## config.mk

```make
export PLATFORM = sky130hd
export DESIGN_NAME = fifo_wr_arbiter_flat
export DESIGN_NICKNAME = d
export VERILOG_FILES = /design/src/rtl/fifo_wr_arbiter_pkg.sv /design/src/rtl/fifo_wr_arbiter_if.sv /design/src/rtl/fifo_wr_arbiter_rr_pick.sv /design/src/rtl/fifo_wr_arbiter.sv /design/src/flat_wrapper.sv
export SDC_FILE = /design/constraint.sdc
export NUM_CORES = 1
export LEC_CHECK = 0
export BUFFER_PORTS_ARGS = -buffer_cell sky130_fd_sc_hd__buf_4
export CAP_MARGIN = 10
export CELL_PAD_IN_SITES_DETAIL_PLACEMENT = 1
export CELL_PAD_IN_SITES_GLOBAL_PLACEMENT = 2
export CORE_MARGIN = 5
export CORE_UTILIZATION = 20
export DETAILED_ROUTE_END_ITERATION = 16
export PLACE_DENSITY = 0.82
export SLEW_MARGIN = 10
export SYNTH_ARGS = -nofsm -noshare
export SYNTH_HDL_FRONTEND = slang
export SYNTH_HIERARCHICAL = 1
export SYNTH_SLANG_ARGS = --single-unit
```

## constraint.sdc

```tcl
create_clock -name wr_clk -period 1.5 [get_ports wr_clk]
set_input_delay 0 -clock wr_clk [delete_from_list [all_inputs] [get_ports wr_clk]]
set_output_delay 0 -clock wr_clk [all_outputs]
set_load 0.03 [all_outputs]
```

## src/rtl/fifo_wr_arbiter_pkg.sv

```systemverilog
// Shared constants and types for the FIFO write-port arbiter.
// Optional per-requester beat statistics are enabled with FIFO_ARB_STATS_EN.
package fifo_wr_arbiter_pkg;

   localparam int DATA_WIDTH    = 8;
   localparam int ARB_NUM_REQ   = 4;
   localparam int ARB_MAX_BURST = 4;
   localparam int ARB_STAT_W    = 32;

   typedef enum logic {
      ARB_IDLE = 1'b0,
      ARB_BUSY = 1'b1
   } arb_state_e;

   // Index width for n requesters, never narrower than one bit.
   function automatic int id_width(input int n);
      return (n > 2) ? $clog2(n) : 1;
   endfunction

endpackage

```

## src/rtl/fifo_wr_arbiter_if.sv

```systemverilog
// Requester and FIFO write-port bundle of the write arbiter.
// master = arbiter side, slave = requesters/FIFO side.
interface fifo_wr_arbiter_if
   import fifo_wr_arbiter_pkg::*;
#(
   parameter int DATA_WIDTH = fifo_wr_arbiter_pkg::DATA_WIDTH,
   parameter int NUM_REQ    = fifo_wr_arbiter_pkg::ARB_NUM_REQ
);
   localparam int ID_W = id_width(NUM_REQ);

   logic [NUM_REQ-1:0]            req_valid;
   logic [NUM_REQ*DATA_WIDTH-1:0] req_data;
   logic [NUM_REQ-1:0]            req_last;
   logic [NUM_REQ-1:0]            req_ready;
   logic                          fifo_full;
   logic                          fifo_wr_en;
   logic [DATA_WIDTH-1:0]         fifo_wr_data;
   logic                          grant_active;
   logic [ID_W-1:0]               grant_id;

   modport master (
      input  req_valid, req_data, req_last, fifo_full,
      output req_ready, fifo_wr_en, fifo_wr_data, grant_active, grant_id
   );

   modport slave (
      output req_valid, req_data, req_last, fifo_full,
      input  req_ready, fifo_wr_en, fifo_wr_data, grant_active, grant_id
   );

endinterface

```

## src/rtl/fifo_wr_arbiter_rr_pick.sv

```systemverilog
// Combinational round-robin picker: first set request searching upward
// from last_ptr+1 with wrap-around.
module rr_pick #(
   parameter int N    = 4,
   parameter int ID_W = 2
) (
   input  logic [N-1:0]    req,
   input  logic [ID_W-1:0] last_ptr,
   output logic [ID_W-1:0] gnt_id,
   output logic            any
);

   logic found_s;
   int   idx_s;

   assign any = |req;

   // Scan N candidates starting just after the previous winner.
   always_comb begin
      found_s = 1'b0;
      idx_s   = 0;
      gnt_id  = '0;
      for (int k = 1; k <= N; k++) begin
         idx_s = (int'(last_ptr) + k) % N;
         if (!found_s && req[idx_s[ID_W-1:0]]) begin
            found_s = 1'b1;
            gnt_id  = idx_s[ID_W-1:0];
         end else begin
            found_s = found_s;
         end
      end
   end

endmodule

```

## src/rtl/fifo_wr_arbiter.sv

```systemverilog
// Round-robin arbiter sharing the fifo_async write port among NUM_REQ requesters.
// Define FIFO_ARB_STATS_EN to add stat_clr/stat_cnt per-requester beat counters.
module fifo_wr_arbiter
   import fifo_wr_arbiter_pkg::*;
#(
   parameter int DATA_WIDTH = fifo_wr_arbiter_pkg::DATA_WIDTH,
   parameter int NUM_REQ    = fifo_wr_arbiter_pkg::ARB_NUM_REQ,
   parameter int MAX_BURST  = fifo_wr_arbiter_pkg::ARB_MAX_BURST
) (
   input  logic                     wr_clk,
   input  logic                     wr_rst_n,
   fifo_wr_arbiter_if.master        bus
`ifdef FIFO_ARB_STATS_EN
  ,input  logic                     stat_clr
  ,output logic [NUM_REQ*ARB_STAT_W-1:0] stat_cnt
`endif
);

   localparam int ID_W   = id_width(NUM_REQ);
   localparam int BCNT_W = $clog2(MAX_BURST + 1);

   arb_state_e        state_r, state_n;
   logic [ID_W-1:0]   grant_id_r, grant_id_n;
   logic [ID_W-1:0]   last_ptr_r, last_ptr_n;
   logic [BCNT_W-1:0] beat_cnt_r, beat_cnt_n;
   logic [ID_W-1:0]   pick_id_s;
   logic              pick_any_s;
   logic              busy_s;
   logic              gnt_valid_s;
   logic              gnt_last_s;
   logic              beat_s;
   logic              burst_end_s;

   rr_pick #(
      .N    (NUM_REQ),
      .ID_W (ID_W)
   ) u_pick (
      .req      (bus.req_valid),
      .last_ptr (last_ptr_r),
      .gnt_id   (pick_id_s),
      .any      (pick_any_s)
   );

   assign busy_s      = (state_r == ARB_BUSY);
   assign gnt_valid_s = bus.req_valid[grant_id_r];
   assign gnt_last_s  = bus.req_last[grant_id_r];
   assign beat_s      = busy_s && gnt_valid_s && !bus.fifo_full;
   assign burst_end_s = gnt_last_s || (beat_cnt_r == BCNT_W'(MAX_BURST - 1));

   assign bus.fifo_wr_en   = beat_s;
   assign bus.grant_active = busy_s;
   assign bus.grant_id     = grant_id_r;

   // Ready and write data follow the registered grant; data is zeroed while idle.
   always_comb begin
      bus.req_ready    = '0;
      bus.fifo_wr_data = '0;
      if (busy_s) begin
         bus.req_ready[grant_id_r] = !bus.fifo_full;
         bus.fifo_wr_data          = bus.req_data[int'(grant_id_r)*DATA_WIDTH +: DATA_WIDTH];
      end else begin
         bus.req_ready    = '0;
         bus.fifo_wr_data = '0;
      end
   end

   // Grant state register.
   always_ff @(posedge wr_clk or negedge wr_rst_n) begin
      if (!wr_rst_n) begin
         state_r    <= ARB_IDLE;
         grant_id_r <= '0;
         last_ptr_r <= ID_W'(NUM_REQ - 1);
         beat_cnt_r <= '0;
      end else begin
         state_r    <= state_n;
         grant_id_r <= grant_id_n;
         last_ptr_r <= last_ptr_n;
         beat_cnt_r <= beat_cnt_n;
      end
   end

   // Next-state logic: every release goes back through ARB_IDLE, so grants
   // are separated by one bubble cycle.
   always_comb begin
      state_n    = state_r;
      grant_id_n = grant_id_r;
      last_ptr_n = last_ptr_r;
      beat_cnt_n = beat_cnt_r;
      case (state_r)
         ARB_IDLE: begin
            if (pick_any_s) begin
               grant_id_n = pick_id_s;
               last_ptr_n = pick_id_s;
               beat_cnt_n = '0;
               state_n    = ARB_BUSY;
            end else begin
               state_n    = ARB_IDLE;
            end
         end
         ARB_BUSY: begin
            if (!gnt_valid_s) begin
               state_n = ARB_IDLE;
            end else if (bus.fifo_full) begin
               state_n = ARB_BUSY;
            end else if (burst_end_s) begin
               beat_cnt_n = '0;
               state_n    = ARB_IDLE;
            end else begin
               beat_cnt_n = beat_cnt_r + BCNT_W'(1);
               state_n    = ARB_BUSY;
            end
         end
         default: begin
            state_n    = ARB_IDLE;
            beat_cnt_n = '0;
         end
      endcase
   end

`ifdef FIFO_ARB_STATS_EN
   logic [NUM_REQ-1:0][ARB_STAT_W-1:0] stat_cnt_r;

   // Per-requester accepted-beat counters; clear wins over a same-cycle beat.
   always_ff @(posedge wr_clk or negedge wr_rst_n) begin
      if (!wr_rst_n) begin
         stat_cnt_r <= '0;
      end else if (stat_clr) begin
         stat_cnt_r <= '0;
      end else if (beat_s) begin
         stat_cnt_r[grant_id_r] <= stat_cnt_r[grant_id_r] + ARB_STAT_W'(1);
      end else begin
         stat_cnt_r <= stat_cnt_r;
      end
   end

   assign stat_cnt = stat_cnt_r;
`endif

endmodule

```

## src/flat_wrapper.sv

```systemverilog
// flat-port wrapper written by rule: the top's interface ports become plain ports
module fifo_wr_arbiter_flat import fifo_wr_arbiter_pkg::*;
#(
   parameter int DATA_WIDTH = fifo_wr_arbiter_pkg::DATA_WIDTH,
   parameter int NUM_REQ    = fifo_wr_arbiter_pkg::ARB_NUM_REQ,
   parameter int MAX_BURST  = fifo_wr_arbiter_pkg::ARB_MAX_BURST
)
  (wr_clk, wr_rst_n, bus_req_valid, bus_req_data, bus_req_last, bus_fifo_full, bus_req_ready, bus_fifo_wr_en, bus_fifo_wr_data, bus_grant_active, bus_grant_id);
  fifo_wr_arbiter_if #(.DATA_WIDTH(DATA_WIDTH), .NUM_REQ(NUM_REQ)) bus_i ();
  input  logic wr_clk;
  input  logic wr_rst_n;
  input wire logic [$bits(bus_i.req_valid)-1:0] bus_req_valid;
  input wire logic [$bits(bus_i.req_data)-1:0] bus_req_data;
  input wire logic [$bits(bus_i.req_last)-1:0] bus_req_last;
  input wire logic [$bits(bus_i.fifo_full)-1:0] bus_fifo_full;
  output wire logic [$bits(bus_i.req_ready)-1:0] bus_req_ready;
  output wire logic [$bits(bus_i.fifo_wr_en)-1:0] bus_fifo_wr_en;
  output wire logic [$bits(bus_i.fifo_wr_data)-1:0] bus_fifo_wr_data;
  output wire logic [$bits(bus_i.grant_active)-1:0] bus_grant_active;
  output wire logic [$bits(bus_i.grant_id)-1:0] bus_grant_id;
  assign bus_i.req_valid = bus_req_valid;
  assign bus_i.req_data = bus_req_data;
  assign bus_i.req_last = bus_req_last;
  assign bus_i.fifo_full = bus_fifo_full;
  assign bus_req_ready = bus_i.req_ready;
  assign bus_fifo_wr_en = bus_i.fifo_wr_en;
  assign bus_fifo_wr_data = bus_i.fifo_wr_data;
  assign bus_grant_active = bus_i.grant_active;
  assign bus_grant_id = bus_i.grant_id;
  fifo_wr_arbiter #(.DATA_WIDTH(DATA_WIDTH), .NUM_REQ(NUM_REQ), .MAX_BURST(MAX_BURST)) u_core (.wr_clk(wr_clk), .wr_rst_n(wr_rst_n), .bus(bus_i));
endmodule
```

==> results_dict.tcl, run 1 <==
set metrics [dict create \
    status "finished with violations" \
    violations "setup timing" \
    clockBufferDepth 2 \
    grt_max_degree 15 \
    ys_types 30 \
    io_buffers 58 \
    ys_warn_count 6 \
    avgSynthCellArea_um2 10.1 \
    maxCapViolCount 0 \
    wl_per_cell_um 15.9 \
    cts_root_buf "clkbuf_8" \
    die_y_um 74.9 \
    grt_pass1_vias 1028 \
    dpl.hpwl_um 2660 \
    hold_violations 0 \
    crit_type "flip-flop to output port" \
    pin_count 59 \
    tightest_slew_ns 0.421 \
    die_w_um 74.9 \
    min_from "bus_fifo_full" \
    synth_edf_count 0 \
    cts_max_level 1 \
    dr.pass1.iters 4 \
    worstPathMaxFanout 7 \
    nFillCells 457 \
    slowest_stage "mux4_2" \
    drc 0 \
    ys_ff_latch 8 \
    insertion_delay_ns 0.23 \
    synthTopCellsByCount "nand2_1, nor2_1, and2_1, dfrtp_1" \
    postLayoutCoreUtil 0.407 \
    cp_cell_sequence "buf_6, mux4_2, and2_4, buf_6" \
    synth.most_common_cell "nand2_1" \
    initial_utilization 0.209 \
    hold_class "input port to flip-flop" \
    die_area_um2 5610 \
    grt-ovfl-total 0 \
    drt-vias-per-instance 4.64 \
    dp_slack_ns -0.0772 \
    synthesis.nets 128 \
    rows 23 \
    setup_violations 15 \
    cts_inserted_buffers 3 \
    start_kind "flip-flop" \
    rsz0062_at_grt "yes" \
    grt_pass1_wl_um 4970 \
    yosysSeqAreaShare 0.241 \
    finalCritPeriodShare 1.09 \
    cts_sinks 8 \
    tritoncts "done" \
    netlist.area_leader.share 0.178 \
    ir_drop_mv 0.575 \
    tns_ns -1.17 \
    num_vias 969 \
    period_minus_slack_ns 1.63 \
    arrival_ns 1.63 \
    max_slew_margin 0.719 \
    synth_cells 83 \
    hold_ws_ns 0.0692 \
    area_growth_pct 94.9 \
    n_antenna_cell 0 \
    slew_violations 0 \
    core-area_um2 4030 \
    reg2reg_depth 6 \
    setup_ws_ns -0.129 \
    power.density_nw_per_um2 1920 \
    fin_nets 205 \
    leakagePower_nw 0.770 \
    placed_area_um2 1350 \
    netlist_area_um2 842 \
    skew_ns 0.00879 \
    end_kind "output port" \
    ant_nets 0 \
    antenna_found_initial 0 \
    async_flop_share 1.00 \
    synth_top_cell_by_area "dfrtp_1" \
    fin_area_um2 1640 \
    clk_pin_slew_worst_paths_ns 0.05 \
    r2r-start "u_core/bus.grant_id[0]" \
    hold_depth 3 \
    routed_wl_um 3330 \
    synth_ff_type "dfrtp_1" \
    place.gp.congestion 0.790 \
    required_ns 1.50 \
    dr.first_iter.drc_count 46 \
    max_stage_delay_ns 0.51 \
    yosys-top-cells-area "dfrtp_1, mux4_2, mux4_1, dfstp_2, and2_1" \
    drive_gt1_frac 0.730 \
    critPathLaunch "u_core/bus.grant_id[0]" \
    fmax_mhz 614 \
    grt_usage 0.117 \
    cp_common_cell "buf_6" \
]
==> cell usage in the layout (no fill, tap or decap), types with 2 or more instances in the layout <==
cell	instances
a21oi_1	3
o221ai_2	2
buf_4	62
o2bb2ai_2	2
inv_1	4
clkbuf_8	3
nand2_1	13
nor2_4	4
mux4_2	7
nor2b_1	3
buf_6	14
and2_4	7
mux2i_1	3
dfstp_2	2
dfrtp_1	4
nor2_1	5
==> worst max-delay path, delay by kind of cell (launching register included) <==
family                 cells  cell delay, ns
muxes                      1            0.51
DFF                        1            0.45
buffers and inverters      2            0.28
and+or+nand+nor            1            0.16
==> kinds of logic (layout without fill, tap and decap cells) <==
logic type | count (synthesis) | count (layout) | share of synthesized area
AOI/OAI and AO/OA | 12 | 12 | 0.122
adders and majority gates | 2 | 2 | 0.0297
buffers and inverters | 9 | 85 | 0.0743
DFF | 8 | 8 | 0.241
muxes | 13 | 13 | 0.287
and+or+nand+nor | 39 | 39 | 0.247
==> flip-flops by register name (all words and copies together), names as in the netlist <==
signal	flops
u_core/beat_cnt_r	3
u_core/bus.grant_id	2
u_core/last_ptr_r	2
u_core/bus.grant_active	1
==> layout make-up <==
class / instances / area, um2 / area share
multi-input combinational: 66 / 678 / 0.413
timing repair buffer: 77 / 633 / 0.386
sequential: 8 / 208 / 0.127
tap: 50 / 62.6 / 0.0381
clock buffer: 4 / 45.0 / 0.0274
inverter: 4 / 15.0 / 0.00915
==> report_power, final <==
part | switching [W] | total, W | internal [W]
Clock | 0.0000913 | 0.000276 | 0.000185
Combinational | 0.00116 | 0.00243 | 0.00127
Sequential | 0.000120 | 0.000450 | 0.000329
Total | 0.00137 | 0.00316 | 0.00178
==> final timing paths <==
path | to | slack [ns]
min reg2reg | u_core/last_ptr_r[0] | 0.49
max | bus_fifo_wr_data[1] | -0.13
max in group asynchronous | u_core/last_ptr_r[1] | 1.16
min | u_core/bus.grant_active | 0.07
max reg2reg | u_core/bus.grant_active | -0.05
min in group asynchronous | u_core/beat_cnt_r[1] | 0.12
==> metal layers <==
| metal | up-vias | track usage | share of wire |
|---|---|---|---|
| met5 | - | 0 | 0 |
| met4 | 0 | 0.0296 | 0 |
| met3 | 0 | 0.0347 | 0.15 |
| met1 | 472 | 0.129 | 0.34 |
| met2 | 47 | 0.217 | 0.51 |
| li1 | 450 | - | - |
==> through the flow <==
step                      instances  total power (W)
after detailed placement        193          0.00227
after floorplan                  83          0.00167
final                           209          0.00316
after global routing            209          0.00335
after CTS                       207          0.00303
after global placement          193          0.00221
==> timing repair <==
action / 4_1_cts / 5_1_grt
cloned: 0 / 0
hold endpoints to repair: 8 / 0
buffers inserted: 9 / 2
gates resized for setup: 32 / 12
pin swaps: 10 / 6
hold buffers: 1 / 0
setup endpoints to repair: 15 / 15
Power figures use the tool's default switching activity.
==> run 2: changes to the inputs <==
--- a/config.mk
+++ b/config.mk
@@ -18,3 +18,4 @@
 export SYNTH_HDL_FRONTEND = slang
 export SYNTH_HIERARCHICAL = 1
 export SYNTH_SLANG_ARGS = --single-unit
+export TNS_END_PERCENT = 50
==> constraint.sdc (replaced) <==
create_clock -name wr_clk -period 1.5 [get_ports wr_clk]
set_input_delay 0 -clock wr_clk [delete_from_list [all_inputs] [get_ports wr_clk]]
set_output_delay 0 -clock wr_clk [all_outputs]
set_load 0.05 [all_outputs]
==> run 2 against run 1 <==
  * The flow still finishes with violations (setup timing)
  * Clock power down 3%
  * Maximum frequency up 2.7%
  * Combinational power up 14%
  * Register-to-register slack about the same
  * Critical path type unchanged
  * Largest cell class is now buffers
==> results_dict.tcl, run 2 (synthesized netlist as in run 1, its figures left out) <==
set metrics [dict create \
    core-area_um2 4030 \
    fin_nets 202 \
    cts_inserted_buffers 3 \
    max_slew_margin 0.739 \
    insertion_delay_ns 0.23 \
    setup_violations 15 \
    tritoncts "done" \
    die_y_um 74.9 \
    cts_root_buf "clkbuf_8" \
    tns_ns -0.578 \
    rsz0062_at_grt "yes" \
    hold_class "input port to flip-flop" \
    die_w_um 74.9 \
    max_stage_delay_ns 0.41 \
    tightest_slew_ns 0.390 \
    setup_ws_ns -0.0854 \
    clockBufferDepth 2 \
    n_antenna_cell 0 \
    area_growth_pct 90.9 \
    hold_violations 0 \
    arrival_ns 1.59 \
    critPathLaunch "u_core/bus.grant_id[0]" \
    io_buffers 58 \
    crit_type "flip-flop to output port" \
    dr.pass1.iters 4 \
    layout_common_cells "buf_4, nand2_1, buf_8, mux4_2, and2_4" \
    cts_sinks 8 \
    ant_nets 0 \
    end_kind "output port" \
    grt-ovfl-total 0 \
    grt_max_degree 11 \
    drt-vias-per-instance 4.66 \
    clk_pin_slew_worst_paths_ns 0.04 \
    largest_register_ffs 3 \
    routedLengthMet1_um 1060 \
    initial_utilization 0.209 \
    num_vias 959 \
    worstPathMaxFanout 5 \
    pin_count 59 \
    met3_length_um 506 \
    grt_pass1_vias 1079 \
    maxCapViolCount 0 \
    wl_per_cell_um 15.9 \
    finalCritPeriodShare 1.06 \
    cp_common_cell "buf_6" \
    grt_pass1_wl_um 4890 \
    dpl.hpwl_um 2610 \
    final_common_cell "buf_4" \
    wl_met2_um 1660 \
    skew_ns 0.00603 \
    status "finished with violations" \
    drive_gt1_frac 0.712 \
    start_kind "flip-flop" \
    dr.first_iter.drc_count 40 \
    r2r-start "u_core/bus.grant_id[0]" \
    cts_max_level 1 \
    violations "setup timing" \
    ir_drop_mv 0.562 \
    drc 0 \
    required_ns 1.50 \
    period_minus_slack_ns 1.59 \
    topRoutingLayerUsed "met4" \
    leakagePower_nw 0.749 \
    slew_violations 0 \
    rows 23 \
    die_area_um2 5610 \
    min_from "bus_fifo_full" \
    grt_usage 0.113 \
    antenna_found_initial 0 \
    top_register "u_core/beat_cnt_r" \
    power.density_nw_per_um2 2150 \
    slowest_stage "dfrtp_2" \
    place.gp.congestion 0.729 \
    fmax_mhz 631 \
    postLayoutCoreUtil 0.399 \
    routed_wl_um 3270 \
    cp_cell_sequence "buf_6, or3b_4, o22ai_4, buf_6, buf_8" \
]
run 2: cell count changes in the layout (fill, tap and decap cells not counted), sizes merged:
cell	before	now
buf	76	73
run 2: cell type report:
type / instances / area [um2]
fillers: 478 / 2420
repair buffers: 74 / 644
multi-input cells: 66 / 634
flip-flops and latches: 8 / 206
well taps: 50 / 62.6
clock buffers: 4 / 45.0
inverters: 4 / 15.0
run 2: worst paths after layout:
path | endpoint | cells after the start | slack [ns]
max | bus_fifo_wr_en | 5 | -0.09
min | u_core/bus.grant_active | 3 | 0.07
max reg2reg | u_core/beat_cnt_r[0] | 6 | -0.04
min reg2reg | u_core/beat_cnt_r[2] | 1 | 0.49
max in group asynchronous | u_core/last_ptr_r[0] | 2 | 1.16
min in group asynchronous | u_core/beat_cnt_r[2] | 2 | 0.12
run 2: critical path, delay by kind of cell (launching register included):
family | cells | cell delay, ns
flip-flops | 1 | 0.41
buffers and inverters | 3 | 0.40
AND/OR/NAND/NOR | 1 | 0.39
AO/OA/AOI/OAI | 1 | 0.15
run 2: layer usage:
metal	GRT usage	vias up
met1	0.119	459
met4	0.0356	0
li1	-	441
met2	0.211	55
met5	0	-
met3	0.0360	4
run 2: power by group:
group | leakage [nW] | switching, W | internal [W]
combinational | 0.630 | 0.00146 | 0.00130
sequential | 0.0953 | 0.000102 | 0.000326
clock | 0.0228 | 0.0000833 | 0.000184
run 2: stage by stage:
stage               hold WS, ns  worst slack [ns]  instance area [um2]  total power, W  cells
floorplan                -0.296            -0.329                  853         0.00200     83
global placement         -0.178            0.0266                 1360         0.00255    194
detailed placement       -0.177           -0.0502                 1360         0.00262    194
CTS                      0.0833           -0.0834                 1580         0.00340    206
global route             0.0810            -0.142                 1610         0.00365    206
finish                   0.0700           -0.0854                 1610         0.00346    206
run 2: what timing repair did:
item                                    CTS  global route
hold buffers                              1             0
endpoints found under the hold margin     8             0
gates resized for setup                  37             5
gates cloned                              0             0
pin swaps                                 9             2
endpoints found under the setup margin   14            15
setup buffers                             7             0
